**src/rtl/load_store_unit_pkg.sv**
```systemverilog
// Shared definitions for the data-memory load/store unit: funct3 codes,
// FSM state encoding, byte-write masks and the access legality check.
package load_store_unit_pkg;

  localparam logic [2:0] F3_B  = 3'b000;
  localparam logic [2:0] F3_H  = 3'b001;
  localparam logic [2:0] F3_W  = 3'b010;
  localparam logic [2:0] F3_BU = 3'b100;
  localparam logic [2:0] F3_HU = 3'b101;

  localparam logic [3:0] WEN_NONE = 4'b0000;
  localparam logic [3:0] WEN_B0   = 4'b0001;
  localparam logic [3:0] WEN_B2   = 4'b0100;
  localparam logic [3:0] WEN_B3   = 4'b1000;
  localparam logic [3:0] WEN_LO   = 4'b0011;
  localparam logic [3:0] WEN_HI   = 4'b1100;
  localparam logic [3:0] WEN_ALL  = 4'b1111;

  typedef enum logic [2:0] {
    ST_IDLE    = 3'd0,
    ST_ACCESS  = 3'd1,
    ST_WR_HI   = 3'd2,
    ST_RD_WAIT = 3'd3,
    ST_RESP    = 3'd4
  } lsu_state_e;

  // Unsigned widths exist only for loads; halfwords need even, words 4-byte alignment.
  function automatic logic access_ok(input logic we, input logic [2:0] f3, input logic [1:0] off);
    logic legal;
    logic aligned;
    case (f3)
      F3_B:    begin legal = 1'b1; aligned = 1'b1;          end
      F3_H:    begin legal = 1'b1; aligned = ~off[0];       end
      F3_W:    begin legal = 1'b1; aligned = (off == 2'b00); end
      F3_BU:   begin legal = ~we;  aligned = 1'b1;          end
      F3_HU:   begin legal = ~we;  aligned = ~off[0];       end
      default: begin legal = 1'b0; aligned = 1'b1;          end
    endcase
    return legal & aligned;
  endfunction

endpackage

```
**src/rtl/load_store_unit_load_extend.sv**
```systemverilog
// Combinational load-data path: picks the addressed byte/half lane from the
// memory word and sign- or zero-extends it according to funct3.
module load_extend
  import load_store_unit_pkg::*;
#(
  parameter int WORD_W = 32
) (
  input  logic [WORD_W-1:0] i_mem_rd,
  input  logic [1:0]        i_off,
  input  logic [2:0]        i_funct3,
  output logic [WORD_W-1:0] o_data
);

  logic [7:0]  w_byte;
  logic [15:0] w_half;

  // Lane select followed by extension.
  always_comb begin
    case (i_off)
      2'b00:   w_byte = i_mem_rd[7:0];
      2'b01:   w_byte = i_mem_rd[15:8];
      2'b10:   w_byte = i_mem_rd[23:16];
      2'b11:   w_byte = i_mem_rd[31:24];
      default: w_byte = i_mem_rd[7:0];
    endcase
    if (i_off[1]) begin
      w_half = i_mem_rd[31:16];
    end else begin
      w_half = i_mem_rd[15:0];
    end
    case (i_funct3)
      F3_B:    o_data = {{(WORD_W-8){w_byte[7]}}, w_byte};
      F3_H:    o_data = {{(WORD_W-16){w_half[15]}}, w_half};
      F3_BU:   o_data = {{(WORD_W-8){1'b0}}, w_byte};
      F3_HU:   o_data = {{(WORD_W-16){1'b0}}, w_half};
      default: o_data = i_mem_rd;
    endcase
  end

endmodule

```
**src/rtl/load_store_unit.sv**
```systemverilog
// Data-memory initiator: converts core load/store requests into word-addressed
// accesses with byte masks, with a req/busy/done handshake toward the core.
module load_store_unit
  import load_store_unit_pkg::*;
#(
  parameter int WORD_W           = 32,
  parameter bit SPLIT_UPPER_HALF = 1'b1
) (
  input  logic              i_clk,
  input  logic              i_rstn,
  input  logic              i_req,
  input  logic              i_we,
  input  logic [2:0]        i_funct3,
  input  logic [WORD_W-1:0] i_addr,
  input  logic [WORD_W-1:0] i_wdata,
  output logic              o_busy,
  output logic              o_done,
  output logic              o_err,
  output logic [WORD_W-1:0] o_rdata,
  output logic [WORD_W-1:0] o_mem_addr,
  output logic [WORD_W-1:0] o_mem_wd,
  output logic [3:0]        o_mem_wen,
  output logic              o_mem_ren,
  input  logic [WORD_W-1:0] i_mem_rd
);

  lsu_state_e        r_state;
  logic              r_we;
  logic              r_split;
  logic [2:0]        r_funct3;
  logic [1:0]        r_off;
  logic              r_done;
  logic              r_err;
  logic [WORD_W-1:0] r_rdata;
  logic [WORD_W-1:0] r_mem_addr;
  logic [WORD_W-1:0] r_mem_wd;
  logic [3:0]        r_mem_wen;
  logic              r_mem_ren;

  logic              w_ok;
  logic              w_split;
  logic [3:0]        w_wen;
  logic [WORD_W-1:0] w_wd;
  logic [WORD_W-1:0] w_load_data;

  assign w_ok = access_ok(i_we, i_funct3, i_addr[1:0]);

  // Store mask and lane replication; only consulted for legal stores.
  always_comb begin
    w_wen   = WEN_NONE;
    w_wd    = i_wdata;
    w_split = 1'b0;
    case (i_funct3)
      F3_B: begin
        w_wen = WEN_B0 << i_addr[1:0];
        w_wd  = {4{i_wdata[7:0]}};
      end
      F3_H: begin
        w_wd = {2{i_wdata[15:0]}};
        if (!i_addr[1]) begin
          w_wen = WEN_LO;
        end else if (SPLIT_UPPER_HALF) begin
          w_wen   = WEN_B2;
          w_split = 1'b1;
        end else begin
          w_wen = WEN_HI;
        end
      end
      F3_W:    w_wen = WEN_ALL;
      default: w_wen = WEN_NONE;
    endcase
  end

  load_extend #(.WORD_W(WORD_W)) u_load_extend (
    .i_mem_rd (i_mem_rd),
    .i_off    (r_off),
    .i_funct3 (r_funct3),
    .o_data   (w_load_data)
  );

  // Control FSM with all core- and memory-facing outputs registered.
  always_ff @(posedge i_clk or negedge i_rstn) begin
    if (!i_rstn) begin
      r_state    <= ST_IDLE;
      r_we       <= 1'b0;
      r_split    <= 1'b0;
      r_funct3   <= 3'b000;
      r_off      <= 2'b00;
      r_done     <= 1'b0;
      r_err      <= 1'b0;
      r_rdata    <= '0;
      r_mem_addr <= '0;
      r_mem_wd   <= '0;
      r_mem_wen  <= WEN_NONE;
      r_mem_ren  <= 1'b0;
    end else begin
      case (r_state)
        ST_IDLE: begin
          if (i_req) begin
            r_we     <= i_we;
            r_funct3 <= i_funct3;
            r_off    <= i_addr[1:0];
            if (w_ok) begin
              r_state    <= ST_ACCESS;
              r_mem_addr <= {i_addr[WORD_W-1:2], 2'b00};
              if (i_we) begin
                r_mem_wen <= w_wen;
                r_mem_wd  <= w_wd;
                r_split   <= w_split;
              end else begin
                r_mem_ren <= 1'b1;
                r_split   <= 1'b0;
              end
            end else begin
              r_state <= ST_RESP;
              r_done  <= 1'b1;
              r_err   <= 1'b1;
            end
          end
        end
        ST_ACCESS: begin
          if (!r_we) begin
            r_mem_ren <= 1'b0;
            r_state   <= ST_RD_WAIT;
          end else if (r_split) begin
            r_mem_wen <= WEN_B3;
            r_state   <= ST_WR_HI;
          end else begin
            r_mem_wen <= WEN_NONE;
            r_done    <= 1'b1;
            r_state   <= ST_RESP;
          end
        end
        ST_WR_HI: begin
          r_mem_wen <= WEN_NONE;
          r_done    <= 1'b1;
          r_state   <= ST_RESP;
        end
        ST_RD_WAIT: begin
          r_rdata <= w_load_data;
          r_done  <= 1'b1;
          r_state <= ST_RESP;
        end
        ST_RESP: begin
          r_done  <= 1'b0;
          r_err   <= 1'b0;
          r_state <= ST_IDLE;
        end
        default: begin
          r_mem_wen <= WEN_NONE;
          r_mem_ren <= 1'b0;
          r_done    <= 1'b0;
          r_err     <= 1'b0;
          r_state   <= ST_IDLE;
        end
      endcase
    end
  end

  assign o_busy     = (r_state != ST_IDLE);
  assign o_done     = r_done;
  assign o_err      = r_err;
  assign o_rdata    = r_rdata;
  assign o_mem_addr = r_mem_addr;
  assign o_mem_wd   = r_mem_wd;
  assign o_mem_wen  = r_mem_wen;
  assign o_mem_ren  = r_mem_ren;

endmodule

```
**config.mk**
```make
export PLATFORM = sky130hd
export DESIGN_NAME = load_store_unit
export DESIGN_NICKNAME = d
export VERILOG_FILES = /design/src/rtl/load_store_unit_pkg.sv /design/src/rtl/load_store_unit_load_extend.sv /design/src/rtl/load_store_unit.sv
export SDC_FILE = /design/constraint.sdc
export NUM_CORES = 1
export LEC_CHECK = 0
export ABC_AREA = 1
export BUFFER_PORTS_ARGS = -buffer_cell sky130_fd_sc_hd__buf_2
export CAP_MARGIN = 30
export CORE_MARGIN = 3
export CORE_UTILIZATION = 35
export CTS_BUF_LIST = sky130_fd_sc_hd__clkbuf_4 sky130_fd_sc_hd__clkbuf_8 sky130_fd_sc_hd__clkbuf_16
export DETAILED_ROUTE_END_ITERATION = 8
export HOLD_SLACK_MARGIN = 0.05
export PLACE_DENSITY_LB_ADDON = 0.05
export SYNTH_ARGS = -nofsm -noshare
export SYNTH_HDL_FRONTEND = slang
export SYNTH_HIERARCHICAL = 1
export SYNTH_SLANG_ARGS = --single-unit
```
**constraint.sdc**
```tcl
create_clock -name i_clk -period 1.6 [get_ports i_clk]
set_clock_uncertainty 0.05 [all_clocks]
set_input_delay 0.16 -clock i_clk [delete_from_list [all_inputs] [get_ports i_clk]]
set_output_delay 0.16 -clock i_clk [all_outputs]
set_load 0.01 [all_outputs]
```
==> results of run 1 <==
-- where the power goes --
| group | switching, mW | internal, mW | total, mW |
|---|---|---|---|
| clock | 1.01 | 1.29 | 2.30 |
| sequential | 0.753 | 4.10 | 4.85 |
| combinational | 3.52 | 2.56 | 6.08 |
| total | 5.29 | 7.94 | 13.2 |
-- critical path, delay by kind of cell --
| family | cells | cell delay [ps] |
|---|---|---|
| AND/OR/NAND/NOR | 4 | 320 |
| AO/OA/AOI/OAI | 2 | 260 |
| buffers and inverters | 4 | 940 |
-- layout make-up --
type | count | area share (%)
multi-input combinational | 458 | 31.5
tap | 211 | 3.42
clock buffer | 12 | 3.29
inverter | 38 | 2.02
clock inverter | 3 | 0.567
sequential | 111 | 36.0
timing repair buffer | 276 | 23.1
-- final timing paths --
path                             endpoint  slack [ps]  cells past startpoint
max                          o_mem_wd[28]          60                     10
min                          o_mem_wd[13]          60                      3
max reg2reg                   o_rdata[19]          90                      4
min reg2reg                        o_done         420                      2
max in group asynchronous     r_funct3[0]         660                      3
min in group asynchronous  o_mem_addr[26]         390                      3
-- per-stage QoR --
step	cell area, um^2	setup slack (ps)	total power, mW
final	7720	61.4	13.2
after global routing	7720	3.77	14.3
after CTS	7540	28.2	13.0
after detailed placement	6710	9.04	10.5
after global placement	6710	46.0	10.4
after floorplan	5490	159	8.32
-- synth_stat cells, drive strengths merged --
cell,number,share of area (%)
clkbuf,12,0.82
clkinv,1,0.068
nand4,3,0.62
o21ai,76,6.9
buf,24,3.6
dfrtp,111,51
o21a,8,1.1
mux2,32,6.6
a21oi,34,3.3
o211ai,1,0.14
nand3,32,3.5
a21boi,4,0.62
a22oi,7,0.96
inv,37,2.7
and2,1,0.11
nand2,235,17
nor2,19,1.4
nand3b,1,0.14
conb,1,0.068
-- cells in the final DEF, fill, tap and decap left out, types with 3 or more instances in the layout --
master / instances
a21boi_0: 3
a21oi_1: 33
a22oi_1: 7
buf_12: 5
buf_2: 203
buf_4: 11
clkbuf_16: 10
dfrtp_1: 107
dfrtp_2: 4
dlygate4sd3_1: 54
inv_1: 29
inv_2: 3
inv_4: 4
mux2_2: 32
nand2_1: 225
nand2_2: 7
nand2_4: 3
nand3_1: 25
nand3_2: 4
nand3_4: 3
nand4_4: 4
nor2_1: 16
nor2_4: 3
o21a_1: 8
o21ai_0: 33
o21ai_1: 43
-- sequential cells by signal, indices dropped and copies added (netlist names) --
register and cells:
o_mem_ren 1, o_rdata 32, r_funct3 3, r_state 3, o_err 1, o_mem_wd 32
o_mem_addr 30, r_off 2, o_done 1, r_we 1, r_split 1, o_mem_wen 4
-- cell families after synthesis --
kind of cell,Yosys count,share of synthesized area [%]
buffers and inverters,74,7.18
AOI/OAI and AO/OA,130,13.0
muxes,32,6.57
and+or+nand+nor,291,22.5
other,1,0.0684
DFF,111,50.6
-- per-layer routing --
metal	vias to the layer above	part of all wire, %	GRT usage (%)
met2	153	48	29.5
met5	-	0.080	0
met1	2466	44	23.8
met3	18	6.8	5.63
met4	2	1.4	4.90
li1	2597	-	-
-- repair_timing --
action                                 4_1_cts  5_1_grt
setup endpoints to repair                    1       63
cloned                                       0        5
resized for setup                            0       28
pin swaps                                    1        4
endpoints found under the hold margin      164        0
hold buffers                                54        0
buffers inserted                             0        2
==> impl_metrics.tcl, run 1 <==
set metrics [dict create \
    outcome "finished, final reports clean" \
    ys_seq_area_share_pct 50.6 \
    gp_congestion 0.803 \
    clk_pin_slew_ps 70 \
    max_freq_ghz 0.650 \
    hpwl_mm 10.9 \
    worstSetupEndpointType "flop" \
    dieArea_um2 17200 \
    fillerInstances 1485 \
    cpPeakStageDelay_ps 540 \
    seq_area_um2 2780 \
    worst_ep_required_time_ps 1780 \
    post_drt_wl_per_cell_um 14.6 \
    path_max_fanout 65 \
    cts_tree "done" \
    ant_nets 0 \
    grt_max_degree 112 \
    routed_wl_mm 16.2 \
    vias 5236 \
    worst_setup_path_start_kind "input port" \
    crit_slowest_cell "dlygate4sd3_1" \
    die_y_um 131 \
    crit_type "input port to flop" \
    rsz0062_at_grt "false" \
    r2r_start "r_funct3[2]" \
    nets 997 \
    numCtsBuffers 9 \
    cpMostUsedCell "nand2_1" \
    drtIter0Drc 294 \
    antenna_found_initial 1 \
    ir_drop_mv 0.712 \
    clk_latency_ps 350 \
    htreeDepth 3 \
    finalHoldViolCount 0 \
    drc 0 \
    tightest_slew_ps 596 \
    slew_viol_final 0 \
    routed_via_density 4.72 \
    cp.arrival_ps 1720 \
    min_path_type "input port to flop" \
    power_density_nw_per_um2 1710 \
    synth.ff_latch_count 111 \
    area_delta_synth_final_pct 40.8 \
    synthCells 639 \
    synthDistinctLibCells 34 \
    drive_gt1_share_pct 34.2 \
    fin_cells 1109 \
    clockRootBuffer "clkbuf_16" \
    whs_ps 63.4 \
    cap_violations 0 \
    syn-cell-area_um2 5490 \
    first_global_vias 5164 \
    min_from "i_wdata[13]" \
    placementRows 45 \
    grt.total_usage_pct 18.2 \
    setup_viol 0 \
    grt_pass1_wl_mm 25.9 \
    utilization_pct 50.6 \
    io_pins 207 \
    port_buffers 204 \
    initial_core_util_pct 35.9 \
    drtPass1Iterations 5 \
    max_slew_margin_pct 60.2 \
    worstPathCellList "dlygate4sd3_1 > buf_2 > nand2_1 > a21boi_4 > nand2_4 > inv_2 > nand2_2 > buf_12 > nand2_1 > o21ai_1" \
    yosysWarnings 6 \
    overflow 0 \
    min_period_ps 1540 \
    avgSynthCellArea_um2 8.58 \
    multi_input_area_um2 2440 \
    coreArea_um2 15300 \
    dp.cells 1033 \
    diodes 0 \
    leakagePower_nw 4.14 \
    cp-startpoint "i_we" \
    period_share_pct 96.2 \
    cts.sinks 111 \
    finalSetupTns_ps 0 \
    dieWidth_um 131 \
    clock_path_buffers 2 \
]
Power figures use the tool's default switching activity.
==> inputs of run 2 (changes only) <==
Settings changed: CELL_PAD_IN_SITES_DETAIL_PLACEMENT from default to 0, CELL_PAD_IN_SITES_GLOBAL_PLACEMENT from default to 1.
==> run 2 against run 1 <==
  * Clock power increased by 9.1%
  * Total power grew 0.91%
  * Hold slack about the same
  * Critical path depth down 6
  * Sequential power is essentially flat
  * Final cell count is 0.63% higher
  * Non-clock buffer count is 6 higher
  * Register-to-register slack about the same
  * Critical endpoint is now o_rdata[30]
  * Largest cell class unchanged
  * Largest power group unchanged
==> impl_metrics.tcl, run 2 (synthesis results as in run 1) <==
set metrics [dict create \
    placementRows 45 \
    utilization_pct 51.4 \
    clk_latency_ps 350 \
    clockRootBuffer "clkbuf_16" \
    fin_cells 1116 \
    setup_viol 0 \
    worstSetupEndpointType "flop" \
    rsz0062_at_grt "true" \
    setup_slack_ps 93.0 \
    finalHoldViolCount 0 \
    cap_violations 0 \
    min_path_cells 3 \
    worst_setup_path_start_kind "flop" \
    vias 5265 \
    worstPathCellList "clkinvlp_4 > nand3_4 > nand3_1 > mux2_2" \
    slew_viol_final 0 \
    outcome "finished, final reports clean" \
    ant_nets 0 \
    r2r_setup_slack_ps 90 \
    crit_family "simple AND/OR/NAND/NOR gates" \
    final_cell_mix "nand2_1, buf_2, dfrtp_1" \
    antenna_found_initial 2 \
    post_drt_wl_per_cell_um 14.5 \
    port_buffers 204 \
    path_max_fanout 17 \
    r2r_cells 4 \
    clk_pin_slew_ps 70 \
    routed_wl_mm 16.1 \
    grt.total_usage_pct 18.2 \
    min_path_type "input port to flop" \
    cts.sinks 111 \
    worst_ep_required_time_ps 1790 \
    gp_congestion 0.845 \
    max_freq_ghz 0.664 \
    grt_max_degree 41 \
    drc 0 \
    final_common_cell "nand2_1" \
    clock_path_buffers 2 \
    cpPeakStageDelay_ps 390 \
    initial_core_util_pct 35.9 \
    grt_pass1_wl_mm 26.0 \
    numCtsBuffers 9 \
    path_depth 4 \
    place_ws_ps 12.3 \
    cts_tree "done" \
    drtIter0Drc 222 \
    crit_slowest_cell "dfrtp_1" \
    area_delta_synth_final_pct 42.9 \
    drtPass1Iterations 4 \
    dp.cells 1039 \
    hpwl_mm 11.5 \
    nets 1003 \
    coreArea_um2 15300 \
    ir_drop_mv 0.618 \
    diodes 0 \
    leakagePower_nw 4.19 \
    overflow 0 \
    drive_gt1_share_pct 34.5 \
    crit_buf_inv 1 \
    period_share_pct 94.2 \
    die_y_um 131 \
    power_density_nw_per_um2 1700 \
    min_period_ps 1510 \
    first_global_vias 5152 \
    routed_via_density 4.72 \
    crit_type "flop to flop" \
    finalSetupTns_ps 0 \
    dieArea_um2 17200 \
    io_pins 207 \
    cp.arrival_ps 1690 \
    htreeDepth 3 \
    dieWidth_um 131 \
]
run 2: cell types whose count changed in the layout (fill, tap and decap cells not counted), sizes merged:
cell         before  now
buf             221  226
clkinv            3    1
bufinv            1    2
clkinvlp          1    2
dlygate4sd3      54   55
inv              36   37
run 2: worst min-delay path: cells and delay by family:
kind	cells	cell delay [ps]
AO/OA/AOI/OAI	2	170
buffers and inverters	1	90
run 2: per-layer routing:
layer | share of wire (%) | routed length [um] | up-vias | GRT usage [%]
li1 | - | - | 2612 | -
met1 | 45 | 7260 | 2493 | 24.1
met2 | 48 | 7680 | 136 | 29.7
met3 | 5.9 | 951 | 20 | 4.79
met4 | 1.4 | 231 | 4 | 5.13
met5 | 0.17 | 27 | - | 0
run 2: where the power goes:
part	switching, mW	total [mW]	leakage [nW]	internal [mW]
clock network	1.03	2.51	0.163	1.48
logic	3.48	6.01	2.62	2.53
registers	0.736	4.83	1.40	4.09
run 2: worst paths after layout:
check | startpoint | end
setup / recovery | r_funct3[2] | o_rdata[30]
hold / removal | i_wdata[10] | o_mem_wd[10]
setup reg to reg | r_funct3[2] | o_rdata[30]
hold reg to reg | o_done | o_done
max in group asynchronous | i_rstn | o_mem_addr[6]
min in group asynchronous | i_rstn | o_mem_addr[27]
run 2: timing repair:
item | in CTS | in global routing
setup buffers | 0 | 1
hold buffers | 55 | 0
cloned | 0 | 5
resized for setup | 0 | 28
endpoints found under the hold margin | 154 | 0
endpoints found under the setup margin | 5 | 88
pin swaps | 1 | 2
run 2: cell type report:
class                           count  area [um^2]
Clock buffer                       12          260
Clock inverter                      4         76.3
Fill cell                        1516         7420
Inverter                           38          156
Multi-Input combinational cell    458         2440
Sequential cell                   111         2780
Tap cell                          211          264
Timing Repair Buffer              282         1860
run 2: per-stage QoR:
stage	hold WS (ps)	total power [mW]	instance area (um^2)
3_3_place_gp	72.2	10.4	6760
6_report	63.7	13.3	7840
3_5_place_dp	65.0	10.5	6760
5_1_grt	87.0	14.4	7840
4_1_cts	51.3	13.2	7650
2_1_floorplan	-186	8.32	5490
==> inputs of run 3 (changes only) <==
Settings changed: CORE_UTILIZATION 35 to 36, CTS_BUF_LIST sky130_fd_sc_hd__clkbuf_4 sky130_fd_sc_hd__clkbuf_8 sky130_fd_sc_hd__clkbuf_16 to default.
==> run 3 against run 2 <==
  * First-iteration DRC count grew 9.9%
  * Critical path depth grew 5
  * Wire length grew 5.4%
  * Critical path type is now input port to flop
  * Largest cell class unchanged
  * Register-to-register slack lost 30 ps
  * Clock power is essentially flat
  * Via count grew 0.17%
  * Die area shrank 2.7%
  * Cell area shrank 0.93%
  * Setup slack lost 26 ps
  * Hold slack gained 22 ps
  * Flip-flop and latch count is the same
==> impl_metrics.tcl, run 3 (synthesis results as in run 1) <==
set metrics [dict create \
    clk_pin_slew_ps 70 \
    area_delta_synth_final_pct 41.5 \
    min_path_type "input port to flop" \
    gp_congestion 0.794 \
    outcome "finished, final reports clean" \
    max_freq_ghz 0.652 \
    post_drt_wl_per_cell_um 15.6 \
    nets 1002 \
    numCtsBuffers 9 \
    setup_viol 0 \
    drc 0 \
    drive_gt1_share_pct 33.8 \
    first_global_vias 5228 \
    slew_viol_final 0 \
    grt_pass1_wl_mm 25.4 \
    final_area_um2 7760 \
    drtIter0Drc 244 \
    cap_violations 0 \
    htreeDepth 3 \
    worst_ep_required_time_ps 1820 \
    dieArea_um2 16800 \
    min_period_ps 1530 \
    crit_family "buffers and inverters" \
    cts.sinks 111 \
    worstSetupEndpointType "flop" \
    port_buffers 204 \
    overflow 0 \
    cpPeakStageDelay_ps 550 \
    cpMostUsedCell "nand2_4" \
    placementRows 44 \
    leakagePower_nw 4.19 \
    routed_wl_mm 17.0 \
    crit_slowest_cell "dlygate4sd3_1" \
    antenna_found_initial 2 \
    worstPathCellList "dlygate4sd3_1 > buf_2 > nand2_1 > a21boi_4 > nand2_4 > inv_2 > nand2_4 > clkbuf_16 > o21ai_1" \
    clock_path_buffers 2 \
    ant_nets 0 \
    clk_latency_ps 350 \
    grt_max_degree 66 \
    initial_core_util_pct 37.3 \
    vias 5274 \
    finalHoldViolCount 0 \
    drtPass1Iterations 5 \
    path_max_fanout 16 \
    routed_via_density 4.84 \
    dieWidth_um 129 \
    power_density_nw_per_um2 1730 \
    ir_drop_mv 0.765 \
    cp.arrival_ps 1760 \
    crit_buf_inv 4 \
    dpl_cell_area_um2 6690 \
    final_cell_mix "nand2_1, buf_2, dfrtp_1" \
    grt.total_usage_pct 19.0 \
    final_common_cell "nand2_1" \
    die_y_um 129 \
    crit_type "input port to flop" \
    worst_setup_path_start_kind "input port" \
    cts_tree "done" \
    coreArea_um2 14700 \
    clockRootBuffer "clkbuf_16" \
    finalSetupTns_ps 0 \
    period_share_pct 95.8 \
    io_pins 207 \
    hpwl_mm 11.5 \
]
run 3: final timing paths:
check | start | end | slack [ps] | depth (start not counted)
min | i_req | r_we | 90 | 3
min in group asynchronous | i_rstn | o_mem_addr[27] | 250 | 2
max in group asynchronous | i_rstn | r_off[1] | 660 | 3
max reg2reg | r_off[1] | o_rdata[12] | 70 | 6
max | i_we | o_mem_wd[14] | 70 | 9
min reg2reg | o_done | o_done | 420 | 2
run 3: final cells by class:
| class | count | area (um^2) |
|---|---|---|
| flip-flops and latches | 111 | 2780 |
| fillers | 1427 | 6940 |
| multi-input cells | 458 | 2420 |
| clock inverters | 4 | 77.6 |
| repair buffers | 281 | 1850 |
| well taps | 184 | 230 |
| inverters | 38 | 154 |
| diodes | 1 | 2.50 |
| clock buffers | 12 | 246 |
run 3: worst register-to-register path, cell delays in order (launching register included):
cell     delay [ps]
dfrtp_2         450
buf_4           200
nand2_1          80
nand2_1         100
a22oi_1         200
nand2_1          80
mux2_2          270
run 3: timing repair:
action / 4_1_cts / 5_1_grt
buffers inserted: 0 / 1
pin swaps: 1 / 3
cloned: 0 / 6
hold buffers: 56 / 0
hold endpoints to repair: 87 / 0
setup endpoints to repair: 9 / 88
resized for setup: 0 / 21
run 3: metrics by stage:
stage          utilization [%]  setup WS, ps  total power, mW  cells  hold WS, ps
3_5_place_dp              45.5         -20.9             10.6   1009         99.9
3_3_place_gp              45.5          64.8             10.4   1009         95.2
6_report                  52.8          67.3             13.4   1089         86.1
5_1_grt                   52.8         -19.4             14.5   1089         86.6
2_1_floorplan                -           159             8.32    640         -186
4_1_cts                   51.6          7.49             13.2   1081         50.2
run 3: where the power goes:
part	leakage [nW]	internal, mW	total [mW]	switching, mW
Combinational	2.63	2.53	6.08	3.56
Clock	0.157	1.43	2.49	1.06
Sequential	1.40	4.09	4.83	0.744
Total	4.19	8.05	13.4	5.36
run 3: layer usage:
layer | part of all wire [%] | vias to the layer above | GRT usage (%)
met5 | 0.076 | - | 0
met2 | 48 | 166 | 30.5
li1 | - | 2618 | -
met4 | 1.7 | 2 | 6.42
met1 | 43 | 2464 | 24.9
met3 | 6.5 | 24 | 5.28
